## src/rtl/regfile_write_arbiter.sv

```systemverilog
// Register-file write-port arbiter: ALU results take priority, load results are
// buffered in a small FIFO, and a pending-destination mask guards RAW hazards.
module regfile_write_arbiter #(
    parameter int DEPTH = 2,
    parameter int PTR_W = 1
) (
    input  logic             clk,
    input  logic             rst,
    input  logic             alu_valid,
    input  logic [4:0]       alu_rd,
    input  logic [31:0]      alu_data,
    input  logic             mem_valid,
    output logic             mem_ready,
    input  logic [4:0]       mem_rd,
    input  logic [31:0]      mem_data,
    output logic             RegWrite,
    output logic [4:0]       WriteReg,
    output logic [31:0]      WriteData,
    output logic [31:0]      pending,
    output logic [PTR_W:0]   fifo_count
);

    localparam logic [PTR_W:0] DEPTH_C = (PTR_W+1)'(DEPTH);

    // Output register state
    logic             wr_en_q,   wr_en_d;
    logic [4:0]       wr_reg_q,  wr_reg_d;
    logic [31:0]      wr_data_q, wr_data_d;

    // Load FIFO state
    logic [4:0]       fifo_rd_q   [DEPTH];
    logic [4:0]       fifo_rd_d   [DEPTH];
    logic [31:0]      fifo_data_q [DEPTH];
    logic [PTR_W-1:0] rd_ptr_q, rd_ptr_d;
    logic [PTR_W-1:0] wr_ptr_q, wr_ptr_d;
    logic [PTR_W:0]   count_q,  count_d;
    logic [31:0]      pending_q, pending_d;

    // Arbitration results
    logic             mem_accept;
    logic             win;
    logic [4:0]       win_rd;
    logic [31:0]      win_data;
    logic             push;
    logic             pop;
    logic [PTR_W-1:0] slot;

    // Ready depends on registered occupancy only, so it never loops through alu_valid.
    assign mem_ready  = rst && (count_q < DEPTH_C);
    assign mem_accept = mem_valid && mem_ready;

    always_comb begin
        win      = 1'b0;
        win_rd   = 5'd0;
        win_data = 32'd0;
        push     = 1'b0;
        pop      = 1'b0;
        if (alu_valid) begin
            win      = 1'b1;
            win_rd   = alu_rd;
            win_data = alu_data;
            push     = mem_accept;
        end else if (count_q != '0) begin
            win      = 1'b1;
            win_rd   = fifo_rd_q[rd_ptr_q];
            win_data = fifo_data_q[rd_ptr_q];
            pop      = 1'b1;
            push     = mem_accept;
        end else if (mem_accept) begin
            win      = 1'b1;
            win_rd   = mem_rd;
            win_data = mem_data;
        end
    end

    always_comb begin
        wr_en_d   = win && (win_rd != 5'd0);
        wr_reg_d  = win ? win_rd   : wr_reg_q;
        wr_data_d = win ? win_data : wr_data_q;

        rd_ptr_d = pop  ? rd_ptr_q + PTR_W'(1) : rd_ptr_q;
        wr_ptr_d = push ? wr_ptr_q + PTR_W'(1) : wr_ptr_q;

        case ({push, pop})
            2'b10:   count_d = count_q + (PTR_W+1)'(1);
            2'b01:   count_d = count_q - (PTR_W+1)'(1);
            default: count_d = count_q;
        endcase

        fifo_rd_d = fifo_rd_q;
        if (push) begin
            fifo_rd_d[wr_ptr_q] = mem_rd;
        end

        // Mask is rebuilt from the post-edge occupied slots so it never goes stale.
        pending_d = 32'd0;
        slot      = '0;
        for (int i = 0; i < DEPTH; i++) begin
            slot = PTR_W'(i) - rd_ptr_d;
            if (({1'b0, slot} < count_d) && (fifo_rd_d[i] != 5'd0)) begin
                pending_d[fifo_rd_d[i]] = 1'b1;
            end
        end
        pending_d[0] = 1'b0;
    end

    always_ff @(posedge clk or negedge rst) begin
        if (!rst) begin
            wr_en_q   <= 1'b0;
            wr_reg_q  <= 5'd0;
            wr_data_q <= 32'd0;
            rd_ptr_q  <= '0;
            wr_ptr_q  <= '0;
            count_q   <= '0;
            pending_q <= 32'd0;
        end else begin
            wr_en_q   <= wr_en_d;
            wr_reg_q  <= wr_reg_d;
            wr_data_q <= wr_data_d;
            rd_ptr_q  <= rd_ptr_d;
            wr_ptr_q  <= wr_ptr_d;
            count_q   <= count_d;
            pending_q <= pending_d;
        end
    end

    // Slot payloads need no reset: occupancy is tracked by the pointers and count.
    always_ff @(posedge clk) begin
        fifo_rd_q <= fifo_rd_d;
        if (push) begin
            fifo_data_q[wr_ptr_q] <= mem_data;
        end
    end

    assign RegWrite   = wr_en_q;
    assign WriteReg   = wr_reg_q;
    assign WriteData  = wr_data_q;
    assign pending    = pending_q;
    assign fifo_count = count_q;

endmodule

```

## config.mk

```make
export PLATFORM = sky130hd
export DESIGN_NAME = regfile_write_arbiter
export DESIGN_NICKNAME = d
export VERILOG_FILES = /design/src/rtl/regfile_write_arbiter.sv
export SDC_FILE = /design/constraint.sdc
export NUM_CORES = 1
export LEC_CHECK = 0
export ABC_AREA = 1
export CORE_ASPECT_RATIO = 0.75
export CORE_MARGIN = 2
export CORE_UTILIZATION = 45
export DETAILED_ROUTE_END_ITERATION = 16
export GPL_TIMING_DRIVEN = 1
export PLACE_DENSITY_LB_ADDON = 0.15
export SKIP_CTS_REPAIR_TIMING = 1
export SYNTH_ARGS = -nofsm -noshare
export SYNTH_HDL_FRONTEND = slang
export SYNTH_SLANG_ARGS = --single-unit
```

## constraint.sdc

```tcl
create_clock -name clk -period 2.8 [get_ports clk]
set_clock_uncertainty 0.1 [all_clocks]
set_input_delay 0.42 -clock clk [delete_from_list [all_inputs] [get_ports clk]]
set_output_delay 0.42 -clock clk [all_outputs]
set_load 0.02 [all_outputs]
```

---- After elaboration in Yosys (flattened, before gate mapping) ----
Memories as Yosys holds them, arrays and structs flattened.
Cells that the tools add are included.
operators by class
  add/sub/neg operators ................... 6
  $lt $le $gt $ge ......................... 10
  equality and inequality tests ........... 2
  multiplexer cells ....................... 30
  bitwise operators ....................... 3
  reduce and logical (&&, ||, !) cells .... 12
operators with widths
  operator                                                                              count
  32-bit two-way mux                                                                    5
  5-bit two-way mux                                                                     7
  32-bit OR                                                                             1
  5-bit nonzero test                                                                    3
  5-bit by 6-bit less-than comparator with 1-bit output (second input constant)         2
  1-bit two-way mux                                                                     12
  10-bit bitwise mux                                                                    1
  1-bit demux with 5-bit select                                                         2
  5-bit by 1-bit greater-or-equal comparator with 1-bit output (second input constant)  2
  10-bit two-way mux                                                                    1
  1-bit logical AND                                                                     8
  5-bit demux with 1-bit select                                                         1
  2-bit greater-or-equal comparator (second input constant)                             2
  1-bit by 2-bit less-than comparator with 1-bit output                                 2
  1-bit NOT with 2-bit output                                                           2
  2-bit one-hot mux with 2 select lines                                                 1
  1-bit adder (second input constant)                                                   2
  2-bit by 1-bit adder with 2-bit output (second input constant)                        1
  2-bit by 1-bit == test with 1-bit output (second input constant)                      1
  2-bit == test (second input constant)                                                 1
  2-bit by 1-bit less-than comparator with 1-bit output (second input constant)         1
  2-bit less-than comparator (second input constant)                                    1
  2-bit nonzero test                                                                    1
  1-bit subtractor (first input constant)                                               2
  2-bit by 1-bit subtractor with 2-bit output (second input constant)                   1
storage, ports and cells
  register bits after elaboration ......... 83
  RAM bits ................................ 64
  input port bits ......................... 78
  output and inout bits ................... 73
  word-level logic and storage cells ...... 73
  memories kept ........................... 1
memory list
  name         depth  bits a word  rd ports  clocked after Yosys merged registers in  wr ports  line  source
  fifo_data_q  2      32           1         0                                        1         33    logic [31:0] fifo_data_q [DEPTH];

---- Depth between registers and ports, before layout ----
  depth in word-level cells ............... 14
  depth in mapped cells ................... 17
  mapped depth without buffers ............ 16

---- Worst setup path after synthesis ----
Ideal clock, no wire load.
  path type ............................... register -> register
  start point ............................. register count_q[1], in the netlist fifo_count[1]
  end point ............................... memory fifo_data_q[1][0] (enable)
  arrival ................................. 2.368 ns
  data required time ...................... 2.277 ns
  slack ................................... -0.090 ns
  cell stages (with the launch flop) ...... 7
  period minus slack after synthesis ...... 2.890 ns
  cell sequence ........................... dfrtp_1 inv_2 nand2_4 nor2_8 nand2_4 buf_6 nor2_1
between the ends
  longest elaborated chain between the ends .. 7
RTL lines
  what                                         line  source
  start, declared                              36    logic [PTR_W:0] count_q, count_d;
  start signal, assigned                       122   count_q <= count_d;
  2-bit less-than comparator                   49    assign mem_ready = rst && (count_q < DEPTH_C);
  1-bit logical AND                            49
  1-bit logical AND                            50    assign mem_accept = mem_valid && mem_ready;
  1-bit two-way mux                            63    end else if (count_q != '0) begin
  1-bit two-way mux (*)                        58    if (alu_valid) begin
  1-bit two-way mux (*)                        130   if (push) begin
  1-bit two-way mux (implied by the code) (*)  131   fifo_data_q[wr_ptr_q] <= mem_data;
  end, declared                                33
Mark *: on every way between the ends. The rest lies on a longest branch, timed or not.

---- Final worst setup path ----
  start point ............................. register count_q[1], in the netlist fifo_count[1]
  end point ............................... output mem_ready
between the ends
  longest elaborated chain between the ends .. 2
RTL lines
  what                        line  source
  2-bit less-than comparator  49
  1-bit logical AND           49
  end, declared               13    output logic mem_ready,
No other way between the ends.

==> flow_summary_export.csv <==
group,metric,value,unit
cells_and_area,final_common_cell,"nand2_1",
logic_synthesis,synth_area,0.00639,mm²
detailed_routing,vias,5017,
die,num_rows,37,
critical_path,crit_type,"register to output port",
placed_design,dpl.hpwl,11200,µm
critical_path,cp-end-kind,"output port",
global_route,grt_pass1_wl,26700,µm
cells_and_area,num-fill-cells,1116,
global_route,antenna_found_initial,0,
sta,clock.fmax,439,MHz
critical_path,start_kind,"register",
job,maxCapViolations,0,
die,die_x,142,µm
detailed_routing,drcViolationCount,0,
clock_network,cts_buffers,17,
detailed_routing,routed_wl,16300,µm
logic_synthesis,synth-seq-cells,147,
sta,tns,0,ns
status,status,"completed",
cells_and_area,area.growth.synth_to_final,35.5,%
logic_synthesis,synth.avg_cell_area,10.1,µm²
logic_synthesis,syn_inst,633,
logic_synthesis,synth_warnings,0,
clock_network,root_buffer,"clkbuf_16",
clock_network,clk_pin_slew,0.06,ns
detailed_routing,drt-pass1-iter-count,5,
power_and_ir_drop,powerDensity,993,mW/mm²
die,die_area,0.0152,mm²
critical_path,r2r-start,"fifo_count[0]",
sta,worst_pin_slew,0.987,ns
die,coreArea,0.0138,mm²
clock_network,htree_levels,4,
placed_design,gp_congestion,0.840,
critical_path,cpMaxStageDelayCell,"clkdlybuf4s50_1",
critical_path,crit_start,"fifo_count[1]",
die,die_height,107,µm
min_path,hp-class,"primary input to asynchronous set/reset pin",
sta,rsz0062_at_grt,"false",
logic_synthesis,seq_area_frac_synth,61.8,%
global_route,grt_max_degree,74,
clock_network,cts_tree,"built",
clock_network,clk_latency,0.42,ns
critical_path,timing.critical_path.buf_inv,3,
sta,report.final.slew_viol_count,0,
die,io_pins,151,
cells_and_area,antenna_cells,0,
critical_path,crit_family,"buffers and inverters",
power_and_ir_drop,ir_drop,0.526,mV
critical_path,cp_slowest_stage_delay,0.64,ns
critical_path,critical_path.max_fanout,4,
sta,hold_ws,0.158,ns
cells_and_area,area.sequential,0.00395,mm²
sta,slew_headroom,34.2,%
cells_and_area,multi_input_area,0.00220,mm²
cells_and_area,nets,867,
placed_design,port_buffers,149,
sta,hold_viol_final,0,
detailed_routing,wl_per_cell,16.7,µm
critical_path,crit_chain,"inv_2 > nand2_4 > inv_1 > clkdlybuf4s50_1",
logic_synthesis,yosysUniqueCellTypes,34,
detailed_routing,first_iter_violations,309,
sta,period_share,81.3,%
global_route,grt-ovfl-total,0,
critical_path,required,2.28,ns
global_route,grt_use_total,23.2,%
clock_network,clk_path_buf_depth,2,
die,initial_core_util,46.3,%
cells_and_area,layout_common_cells,"240 x nand2_1, 147 x clkdlybuf4s50_1, 72 x dfrtp_1",
sta,setup_viol,0,
detailed_routing,postRouteAntennaNets,0,
global_route,first_global_vias,5192,
power_and_ir_drop,leakagePower,0.00363,µW
clock_network,cts.sinks,147,
cells_and_area,drive_gt1_share,14.0,%
detailed_routing,vias_per_cell,5.14,
critical_path,crit_arrival,1.76,ns
logic_synthesis,synth_nets,712,
sta,fin_crit,2.28,ns
worst register-to-register path: stages (launching register included):
cell and delay, ns:
dfrtp_1 0.44, nor2_2 0.15, nand2_4 0.15, nand2_4 0.11, ha_1 0.25, inv_1 0.08, nand4_1 0.09, nand2_1 0.12
inv_1 0.05, nand2_1 0.07, nand2_1 0.09, nor2_2 0.31, nand2_1 0.10, nand2_1 0.08
metrics by stage:
stage	cell area, µm²	util, %	power, µW	cells	setup WS, ns
6_report	8660	62.8	8610	976	0.523
5_1_grt	8660	62.8	9100	976	0.313
4_1_cts	8660	62.8	8670	976	0.518
3_5_place_dp	8070	58.5	6370	944	0.143
3_3_place_gp	8070	58.5	6260	944	0.205
2_1_floorplan	6400	-	5070	633	0.440
routing by layer:
| metal | part of all wire, % | global-route usage [%] | wire length, µm |
|---|---|---|---|
| met5 | 0 | 0 | 0 |
| met4 | 1.6 | 8.29 | 268 |
| met3 | 6.2 | 5.27 | 1020 |
| met2 | 47 | 38.0 | 7660 |
| met1 | 45 | 30.6 | 7370 |
cell type report:
type / instances / area share (%)
Tap cell: 175 / 2.53
Clock inverter: 12 / 1.59
Sequential cell: 147 / 45.6
Multi-Input combinational cell: 432 / 25.4
Clock buffer: 20 / 5.27
Timing Repair Buffer: 162 / 18.4
Inverter: 28 / 1.24
sequential cells by signal, indices dropped and copies added (netlist names):
name / flops
pending: 31
wr_ptr_q: 1
WriteReg: 5
fifo_data_q: 64
rd_ptr_q: 1
RegWrite: 1
fifo_rd_q: 10
fifo_count: 2
WriteData: 32
path summary, 6_finish.rpt:
check,to,slack (ns),cells after the start
setup / recovery,mem_ready,0.52,4
hold / removal,WriteData[7],0.16,2
setup reg to reg,pending[13],0.55,13
hold reg to reg,WriteReg[0],0.38,1
max in group asynchronous,rd_ptr_q,1.68,2
min in group clk,rd_ptr_q,0.30,4
logic make-up after synthesis:
logic type,share of synthesized area (%)
other,0.0587
XOR/XNOR,0.137
multiplexers,2.82
adder cells (fa/ha/maj),0.196
buffers and inverters,4.11
AO/OA/AOI/OAI,7.85
flip-flops,61.8
AND/OR/NAND/NOR,23.1
cell usage after synthesis:
cell	n	area share, %
a21o_1	3	0.35
a21oi_1	2	0.16
a31oi_1	13	1.3
buf_1	1	0.059
buf_2	10	0.78
buf_4	2	0.23
buf_6	5	0.88
clkbuf_1	8	0.47
clkinv_1	1	0.059
conb_1	1	0.059
dfrtp_1	73	29
dfxtp_1	10	3.1
edfxtp_1	64	30
ha_1	1	0.20
inv_1	15	0.88
inv_2	11	0.65
inv_4	1	0.098
mux2i_1	18	2.8
nand2_1	240	14
nand2_2	11	1.1
nand2_4	5	0.88
nand3_1	17	1.3
nand4_1	1	0.098
nor2_1	24	1.4
nor2_2	22	2.2
nor2_4	2	0.35
nor2_8	1	0.31
nor2b_1	1	0.098
o2111ai_1	18	2.5
o211ai_1	16	1.9
o21ai_0	20	1.6
o21ai_1	2	0.16
or2_2	13	1.3
xor2_1	1	0.14
power breakdown:
group	total (µW)	internal [µW]	switching, µW
Combinational	3270	1250	2010
Sequential	3060	2750	307
Clock	2280	1430	853
Power figures use the tool's default switching activity.
==> variant: new RTL, same settings <==
Take the reset off `wr_data_q` and `pending_q` and load them in a clocked block of their own.
--- a/src/rtl/regfile_write_arbiter.sv
+++ b/src/rtl/regfile_write_arbiter.sv
@@ -110,3 +110,2 @@
             wr_reg_q  <= 5'd0;
-            wr_data_q <= 32'd0;
             rd_ptr_q  <= '0;
@@ -114,3 +113,2 @@
             count_q   <= '0;
-            pending_q <= 32'd0;
         end else begin
@@ -118,3 +116,2 @@
             wr_reg_q  <= wr_reg_d;
-            wr_data_q <= wr_data_d;
             rd_ptr_q  <= rd_ptr_d;
@@ -122,4 +119,8 @@
             count_q   <= count_d;
-            pending_q <= pending_d;
         end
+    end
+
+    always_ff @(posedge clk) begin
+        wr_data_q <= wr_data_d;
+        pending_q <= pending_d;
     end
Check against the original RTL: not equivalent (a bounded check fails within 4 cycles, from zero or initial values and one cycle with rst low).
==> variant against the unedited design <==
- routed wire length shrank 2.8%
- via count shrank 1.5%
- cell count shrank 1.2%
- total power grew 5.4%
- fmax shrank 5.2%
- synthesized area shrank 2.6%
- global-route usage shrank 1.0 points
- critical path type is now in -> out
- worst setup slack lost 120 ps
- final area is essentially flat
- sequential cell count is the same
- die area shrank 2.5%
- critical path depth grew 1
==> variant: results (changes against the unedited design) <==
| Metric | Value |
|---|---|
| Register area share after synthesis | `63.5% (+1.7 points)` |
| Status | `finished clean` |
| Leak Pwr | `3.36 nW (-7.5%)` |
| Final nets | `855 (-1.4%)` |
| Max rail drop VDD | `0.632 mV (+20%)` |
| Initial DRC count | `362 (+17%)` |
| Main synth FF type | `edfxtp_1` |
| Post-synth ARST share | `6.80% (-43 points)` |
| Synth cell count leaders | `nand2_1, edfxtp_1, nor2_1, dfxtp_1, o311ai_0` |
| Worst reg2reg path depth | `6 (-7)` |
| Crit path DAT | `1880 ps (+120 ps)` |
| Largest net degree at the start of global routing | `39 (-47%)` |
| Largest cells by area after synthesis | `edfxtp_1, dfxtp_1, nand2_1` |
| EDFF count, synth | `96 (+50%)` |
| Placer Congestion | `0.943 (+12%)` |
| Syn nets | `692 (-2.8%)` |
| Total track usage | `22.2% (-1.0 points)` |
| Detailed Place HPWL | `10.7 mm (-4.1%)` |
| Met3 WL | `1.31 mm (+29%)` |
| First-pass GRT wire length | `25.3 mm (-5.3%)` |
| WL/cell | `16.4 um (-1.6%)` |
| Vias per inst | `5.12 (-0.31%)` |
| Int Power | `0.00579 W (+6.5%)` |
| CP Max Fanout | `11 (+7)` |
| Worst R2R Setup Slack | `420 ps (-130 ps)` |
| Vias in the first global route | `4,962 (-4.4%)` |
| Metal2 WL | `7.30 mm (-4.7%)` |
| Netlist cell types | `32 (-5.9%)` |
## variant: changes by cell type after synthesis, sizes merged, moves of 9 or more
| cell | change |
|---|---|
| dfrtp | -63 |
| nor2 | +51 |
| edfxtp | +32 |
| dfxtp | +31 |
| o311ai | +31 |
| nand2 | -22 |
| mux2i | -18 |
| o2111ai | -17 |
| a31oi | -13 |
| o211ai | -12 |
| or2 | -10 |
| o21ai | -9 |
## variant: metal layers
layer / global-route usage, % / vias up
met3: 7.22 / 21
li1: - / 2373
met2: 34.0 / 205
met4: 7.57 / 0
met1: 29.8 / 2341
met5: 0 / -
## variant: power groups by stage
stage,registers (W),logic (W),clock network [W]
2_1_floorplan,0.00354,0.00167,0
5_1_grt,0.00320,0.00365,0.00268
3_3_place_gp,0.00318,0.00328,0
4_1_cts,0.00315,0.00338,0.00258
3_5_place_dp,0.00318,0.00336,0
6_report,0.00315,0.00338,0.00254
## variant: worst max path at each step
| stage | from | to | slack [ps] | depth (start not counted) |
|---|---|---|---|---|
| 6_report | rst | mem_ready | 400 | 5 |
| 3_5_place_dp | alu_valid | pending[20] | 80 | 13 |
| 5_1_grt | fifo_count[1] | WriteData[22] | 180 | 6 |
| 3_3_place_gp | alu_valid | pending[20] | 150 | 13 |
| 2_1_floorplan | fifo_count[1] | WriteReg[1] | 430 | 4 |
| 4_1_cts | rst | mem_ready | 380 | 5 |
## variant: cells by family (layout without fill, tap and decap cells)
logic type	after synthesis	after routing	share of synthesized area (%)
AOI/OAI and AO/OA	53	53	6.49
xor gates and xnor gates	1	1	0.141
adders and majority gates	1	1	0.201
buffers and inverters	56	232	3.96
DFF	147	147	63.5
other	1	1	0.0602
and+or+nand+nor	354	354	25.7
## variant: area by class of cell
class / instances / area (sq um)
Sequential cell: 147 / 3950
Clock inverter: 14 / 234
Clock buffer: 18 / 429
Inverter: 33 / 126
Multi-Input combinational cell: 410 / 2050
Tap cell: 175 / 219
Timing Repair Buffer: 167 / 1650
Fill cell: 1067 / 4950
## variant: worst max-delay path: stages
cell             delay (ps)
clkdlybuf4s50_1         530
buf_4                   230
nand2_1                  70
inv_1                    50
clkdlybuf4s50_1         590
## variant: through the flow
stage	cell area, sq um	std cells	hold WS (ps)	utilization (%)	worst slack (ps)
after floorplan	6230	613	24.4	-	426
after global placement	8000	932	412	58.8	149
after detailed placement	8000	932	414	58.8	79.1
after CTS	8660	964	302	63.6	380
after global routing	8660	964	306	63.6	181
final	8660	964	309	63.6	398
